--- config.mk ---
export PLATFORM = sky130hd
export DESIGN_NAME = adder_pipelined_flat
export DESIGN_NICKNAME = d
export VERILOG_FILES = /design/src/rtl/adder_pipelined_if.sv /design/src/rtl/adder_pipelined.sv /design/src/flat_wrapper.sv
export SDC_FILE = /design/constraint.sdc
export NUM_CORES = 1
export LEC_CHECK = 0
export ABC_AREA = 0
export CAP_MARGIN = 5
export CORE_AREA = 2 2 116 118
export CTS_BUF_LIST = sky130_fd_sc_hd__clkbuf_4 sky130_fd_sc_hd__clkbuf_8
export CTS_CLUSTER_SIZE = 10
export DETAILED_ROUTE_END_ITERATION = 12
export DIE_AREA = 0 0 118 120
export PLACE_DENSITY_LB_ADDON = 0.25
export SETUP_SLACK_MARGIN = 0.1
export SYNTH_ARGS = -nofsm -noshare
export SYNTH_HDL_FRONTEND = slang
export SYNTH_SLANG_ARGS = --single-unit
--- constraint.sdc ---
create_clock -name clk -period 2.76 [get_ports clk]
set_input_delay 0.552 -clock clk [delete_from_list [all_inputs] [get_ports clk]]
set_output_delay 0.552 -clock clk [all_outputs]
set_load 0.02 [all_outputs]
--- src/rtl/adder_pipelined_if.sv ---
// adder_pipelined_if -- operand/result handshake bundle for adder_pipelined.
//   master : drives in_valid/in_a/in_b/in_ci/in_sub and out_ready,
//            observes in_ready and the result side.
//   slave  : the adder itself.
// Optional: out_ovf exists only when ADDER_PIPELINED_OVF_EN is defined.
interface adder_pipelined_if #(
  parameter int WIDTH = 16
);
  logic             in_valid;
  logic             in_ready;
  logic [WIDTH-1:0] in_a;
  logic [WIDTH-1:0] in_b;
  logic             in_ci;
  logic             in_sub;
  logic             out_valid;
  logic             out_ready;
  logic [WIDTH-1:0] out_result;
  logic             out_carry;
`ifdef ADDER_PIPELINED_OVF_EN
  logic             out_ovf;
`endif

  modport master (
    output in_valid, in_a, in_b, in_ci, in_sub, out_ready,
    input  in_ready, out_valid, out_result, out_carry
`ifdef ADDER_PIPELINED_OVF_EN
    , input out_ovf
`endif
  );

  modport slave (
    input  in_valid, in_a, in_b, in_ci, in_sub, out_ready,
    output in_ready, out_valid, out_result, out_carry
`ifdef ADDER_PIPELINED_OVF_EN
    , output out_ovf
`endif
  );
endinterface

--- src/rtl/adder_pipelined.sv ---
// adder_pipelined -- carry-chunked pipelined adder/subtractor.
//   Each stage adds CHUNK bits; STAGES = WIDTH/CHUNK stages in total.
//   Operation: in_sub=0 -> A+B+ci, in_sub=1 -> A-B (carry out 1 = no borrow).
// Ports:
//   clk   : rising-edge clock
//   rst_n : asynchronous active-low reset
//   bus   : adder_pipelined_if.slave (in_valid/in_ready/in_a/in_b/in_ci/in_sub,
//           out_valid/out_ready/out_result/out_carry[/out_ovf])
// Optional feature: define ADDER_PIPELINED_OVF_EN to add out_ovf (signed overflow).
module adder_pipelined #(
  parameter int WIDTH = 16,
  parameter int CHUNK = 4
) (
  input  logic            clk,
  input  logic            rst_n,
  adder_pipelined_if.slave bus
);

  localparam int STAGES = WIDTH / CHUNK;

  if ((WIDTH % CHUNK) != 0 || CHUNK < 1) begin : bad_cfg
    $error("adder_pipelined: WIDTH must be a positive multiple of CHUNK");
  end

  logic             en;
  logic             last_v;
  logic [WIDTH-1:0] b_eff;
  logic             c0;

  // Subtraction is A + ~B + 1, so the stage-0 carry is forced high.
  assign b_eff = bus.in_sub ? ~bus.in_b : bus.in_b;
  assign c0    = bus.in_sub | bus.in_ci;

  // The whole pipeline advances together; it only freezes while a result
  // is waiting at the output and downstream is not taking it.
  assign en           = !last_v || bus.out_ready;
  assign bus.in_ready = en;

  // Operand registers shrink by CHUNK bits per stage (bits already added are
  // dropped and the next chunk is always at bit 0), while the result register
  // grows by CHUNK bits per stage.
  for (genvar s = 0; s < STAGES; s++) begin : st
    localparam int IW = WIDTH - s * CHUNK;
    localparam int RW = (s + 1) * CHUNK;

    logic [IW-1:0]  a_in;
    logic [IW-1:0]  b_in;
    logic           c_in;
    logic           v_in;
    logic [CHUNK:0] sum;
    logic [RW-1:0]  r_d;
    logic [RW-1:0]  r_q;
    logic           c_q;
    logic           v_q;

    if (s == 0) begin : src
      assign a_in = bus.in_a;
      assign b_in = b_eff;
      assign c_in = c0;
      assign v_in = bus.in_valid;
      assign r_d  = sum[CHUNK-1:0];
    end else begin : src
      assign a_in = st[s-1].fwd.a_q;
      assign b_in = st[s-1].fwd.b_q;
      assign c_in = st[s-1].c_q;
      assign v_in = st[s-1].v_q;
      assign r_d  = {sum[CHUNK-1:0], st[s-1].r_q};
    end

    assign sum = {1'b0, a_in[CHUNK-1:0]} + {1'b0, b_in[CHUNK-1:0]} + (CHUNK+1)'(c_in);

    always_ff @(posedge clk or negedge rst_n) begin
      if (!rst_n) begin
        r_q <= '0;
        c_q <= 1'b0;
        v_q <= 1'b0;
      end else if (en) begin
        r_q <= r_d;
        c_q <= sum[CHUNK];
        v_q <= v_in;
      end
    end

    if (s < STAGES - 1) begin : fwd
      logic [IW-CHUNK-1:0] a_q;
      logic [IW-CHUNK-1:0] b_q;

      always_ff @(posedge clk or negedge rst_n) begin
        if (!rst_n) begin
          a_q <= '0;
          b_q <= '0;
        end else if (en) begin
          a_q <= a_in[IW-1:CHUNK];
          b_q <= b_in[IW-1:CHUNK];
        end
      end
    end
  end

  assign last_v         = st[STAGES-1].v_q;
  assign bus.out_valid  = last_v;
  assign bus.out_result = st[STAGES-1].r_q;
  assign bus.out_carry  = st[STAGES-1].c_q;

`ifdef ADDER_PIPELINED_OVF_EN
  logic ovf_d;
  logic ovf_q;

  // Carry into the MSB is recovered as a ^ b ^ sum at the MSB position,
  // then compared against the carry out of the MSB.
  assign ovf_d = st[STAGES-1].sum[CHUNK]
               ^ st[STAGES-1].a_in[CHUNK-1]
               ^ st[STAGES-1].b_in[CHUNK-1]
               ^ st[STAGES-1].sum[CHUNK-1];

  always_ff @(posedge clk or negedge rst_n) begin
    if (!rst_n) begin
      ovf_q <= 1'b0;
    end else if (en) begin
      ovf_q <= ovf_d;
    end
  end

  assign bus.out_ovf = ovf_q;
`endif

endmodule

--- src/flat_wrapper.sv ---
// flat-port wrapper written by rule: the top's interface ports become plain ports
module adder_pipelined_flat 
#(
  parameter int WIDTH = 16,
  parameter int CHUNK = 4
)
  (clk, rst_n, bus_in_valid, bus_in_a, bus_in_b, bus_in_ci, bus_in_sub, bus_out_ready, bus_in_ready, bus_out_valid, bus_out_result, bus_out_carry);
  adder_pipelined_if #(.WIDTH(WIDTH)) bus_i ();
  input  logic clk;
  input  logic rst_n;
  input wire logic [$bits(bus_i.in_valid)-1:0] bus_in_valid;
  input wire logic [$bits(bus_i.in_a)-1:0] bus_in_a;
  input wire logic [$bits(bus_i.in_b)-1:0] bus_in_b;
  input wire logic [$bits(bus_i.in_ci)-1:0] bus_in_ci;
  input wire logic [$bits(bus_i.in_sub)-1:0] bus_in_sub;
  input wire logic [$bits(bus_i.out_ready)-1:0] bus_out_ready;
  output wire logic [$bits(bus_i.in_ready)-1:0] bus_in_ready;
  output wire logic [$bits(bus_i.out_valid)-1:0] bus_out_valid;
  output wire logic [$bits(bus_i.out_result)-1:0] bus_out_result;
  output wire logic [$bits(bus_i.out_carry)-1:0] bus_out_carry;
  assign bus_i.in_valid = bus_in_valid;
  assign bus_i.in_a = bus_in_a;
  assign bus_i.in_b = bus_in_b;
  assign bus_i.in_ci = bus_in_ci;
  assign bus_i.in_sub = bus_in_sub;
  assign bus_i.out_ready = bus_out_ready;
  assign bus_in_ready = bus_i.in_ready;
  assign bus_out_valid = bus_i.out_valid;
  assign bus_out_result = bus_i.out_result;
  assign bus_out_carry = bus_i.out_carry;
  adder_pipelined #(.WIDTH(WIDTH), .CHUNK(CHUNK)) u_core (.clk(clk), .rst_n(rst_n), .bus(bus_i));
endmodule
==> impl_metrics.csv <==
group,metric,value,unit
die,coreArea,12980,µm²
global_routing,antenna_found_initial,0,
min_path,min_path_type,"input port to asynchronous set/reset pin",
die,ios,57,
global_routing,grt_pass1_vias,2945,
power_and_ir_drop,pwr-share-comb,0.373,
detailed_routing,drtIter0Drc,119,
power_and_ir_drop,p_per_area,1060,nW/µm²
finish,multi_input_area,1647,µm²
clocking,cts_tree,"built",
clocking,clk_latency,0.36,ns
timing,rsz0062_at_grt,"no",
timing,worstMarginPinSlew,0.9169,ns
clocking,cts-htree-levels,3,
die,fp-row-count,42,
timing,fin_crit_sh,0.8752,
die,start_util,0.3290,
timing,finalHoldViolations,0,
clocking,cts-root-buf,"clkbuf_8",
power_and_ir_drop,p_int,0.003580,W
power_and_ir_drop,power.share.switching,0.3511,
power_and_ir_drop,sequentialPowerShare,0.428,
clocking,holdBufCountCts,0,
detailed_routing,wl_per_cell,11.60,µm
finish,num_antenna_cells,0,
timing,worst_hold_slack,0.1570,ns
worst_setup_path,path_class,"input port to output pin",
yosys,synth_flop_cell,"dfrtp_1",
clocking,cts.sinks,96,
power_and_ir_drop,p_clk_frac,0.199,
timing,relSlewSlack,0.3887,
detailed_routing,num_vias,2948,
clocking,postCtsSetupBuffers,0,
yosys,synth.largest_area_cell,"dfrtp_1",
timing,finalCriticalPeriod,2.416,ns
timing,skew,0.007650,ns
finish,drive_above_1_share,0.06090,
yosys,synthArstFlopShare,1.000,
yosys,syn_area,4270,µm²
worst_setup_path,worst_setup_path_end_kind,"output pin",
timing,slew_violations,0,
yosys,synth_top_area_frac,0.5626,
status,status,"completed",
detailed_routing,ant_nets,0,
yosys,ys_seq_elements,96,
place,portBuffers,56,
yosys,synth_area_leaders,"dfrtp_1 56%, nand2_1 18%, o21ai_0 3.9%",
detailed_routing,first_pass_iters,4,
clocking,cts-buffers-inserted,9,
clocking,clkTransAtPathRegs,0.08,ns
finish,finish.net_count,563,
yosys,synth_common_cells,"204 x nand2_1, 96 x dfrtp_1, 33 x o21ai_0",
power_and_ir_drop,peakVddDrop,348.6,µV
detailed_routing,viasPerCell,4.304,
die,die_area,14160,µm²
detailed_routing,drc,0,
worst_setup_path,critical_path.max_fanout,2,
worst_setup_path,cp.required,2.21,ns
yosys,synth_edf_count,0,
yosys,synth_nets,512,
place,dp_hpwl,5377,µm
clocking,clock_path_buffers,2,
detailed_routing,routed_wirelength,7944,µm
finish,fillers,1327,
die,die_h,120,µm
finish,seq_area,2402,µm²
flow_run,max-cap-violations,0,
power_and_ir_drop,power.leakage,2.536,nW
global_routing,track_usage,0.1224,
global_routing,grt_pass1_wl,13900,µm
global_routing,grt_max_degree,99,
power_and_ir_drop,power.switching,0.001937,W
yosys,ys_warn_count,0,
place,gp_congestion,0.7318,
die,die_w,118,µm
yosys,synth_most_common_cell,"nand2_1",
timing,fmaxAchievable,414.0,MHz
yosys,seq_area_frac_synth,0.5626,
worst_setup_path,crit_path_start_kind,"input port",
yosys,syn_inst,454,
yosys,synth_cell_types,26,
timing,finalSetupViolCount,0,
yosys,syn_area_per_cell,9.406,µm²
global_routing,grt_overflow,0,
timing,fin_tns_setup,0,ns
clocking,post_cts_resized,0,
finish,syn_to_final_growth,21.92,%
worst_setup_path,arrival,1.86,ns
==> power groups by stage <==
stage | Sequential [W] | Clock [W] | Combinational (W)
3_3_place_gp | 0.00238 | 0 | 0.00204
6_report | 0.00236 | 0.00110 | 0.00206
3_5_place_dp | 0.00240 | 0 | 0.00209
2_1_floorplan | 0.00248 | 0 | 0.00133
5_1_grt | 0.00245 | 0.00119 | 0.00237
4_1_cts | 0.00237 | 0.00113 | 0.00211
==> kinds of logic (layout without fill, tap and decap cells) <==
| kind of cell | after synthesis | in the layout | synth area share |
|---|---|---|---|
| buf+inv | 42 | 97 | 0.05303 |
| flops | 96 | 96 | 0.5626 |
| xor+xnor | 19 | 19 | 0.03897 |
| simple gates | 225 | 225 | 0.2033 |
| fa+ha+maj | 20 | 20 | 0.07266 |
| compound gates | 52 | 52 | 0.06944 |
==> path summary, 6_finish.rpt <==
kind,from,to,slack [ns],depth (start not counted)
worst max-delay path,bus_out_ready,bus_in_ready,0.34,4
worst min-delay path,rst_n,u_core.st[0].fwd.a_q[2],0.16,1
worst max register to register,u_core.st[1].fwd.b_q[0],u_core.st[2].c_q,1.08,6
worst min register to register,u_core.st[2].v_q,u_core.bus.out_valid,0.46,1
max in group asynchronous,rst_n,u_core.st[0].fwd.b_q[6],1.85,2
min in group clk,u_core.st[2].v_q,u_core.bus.out_valid,0.46,1
==> layout by cell type, fill, tap and decap left out <==
cell type,netlist,layout
clkbuf_4,0,2
nor2b_1,5,5
a21oi_1,6,6
nor2_1,12,12
inv_2,1,1
ha_1,12,12
o21a_1,2,2
buf_12,0,1
clkdlybuf4s50_1,0,55
a21o_1,3,3
o31ai_1,1,1
fa_1,8,8
bufinv_16,0,3
clkbuf_8,0,10
o21ai_0,33,33
nand2_1,204,204
inv_1,18,18
xor2_1,8,8
or2_2,1,1
nor3_1,1,1
xnor2_1,11,11
nand2b_1,1,1
o21ai_1,1,1
buf_4,8,7
a22oi_1,1,1
a21oi_2,5,5
nor2b_4,0,1
dfrtp_1,96,96
==> through the flow <==
| step | worst slack, ns | instance area [µm²] | power, W | std cells | util |
|---|---|---|---|---|---|
| after detailed placement | 0.2498 | 4964 | 0.004488 | 670 | 0.3824 |
| final | 0.3445 | 5206 | 0.005517 | 685 | 0.4011 |
| after global routing | 0.3152 | 5206 | 0.006016 | 685 | 0.4011 |
| after global placement | 0.2675 | 4964 | 0.004415 | 670 | 0.3824 |
| after floorplan | 0.5648 | 4270 | 0.003802 | 454 | - |
| after CTS | 0.3310 | 5206 | 0.005605 | 685 | 0.4011 |
==> metal layers <==
layer	global-route usage	up-vias	share of wire	routed length (µm)
met4	0.06099	0	0.019	153
met3	0.02234	10	0.037	290
met1	0.1692	1378	0.50	3934
met5	0	-	0	0
met2	0.1853	54	0.45	3565
li1	-	1506	-	-
==> final cells by class <==
class	count	area share
repair buffers	63	0.1197
well taps	176	0.04230
clock inverters	3	0.01730
multi-input cells	316	0.3163
flip-flops and latches	96	0.4614
inverters	19	0.01370
clock buffers	12	0.02932
==> registers in the layout, summed over array words and instances (netlist names) <==
register               count
u_core.st.fwd.a_q         24
u_core.st.fwd.b_q         24
u_core.st.r_q             24
u_core.bus.out_result     16
u_core.st.c_q              3
u_core.st.v_q              3
u_core.bus.out_carry       1
u_core.bus.out_valid       1
==> worst max-delay path: stages <==
cell and delay (ns):
clkdlybuf4s50_1 0.50, nor2b_4 0.05, inv_2 0.13, clkdlybuf4s50_1 0.63
(Power assumes the default switching activity.)
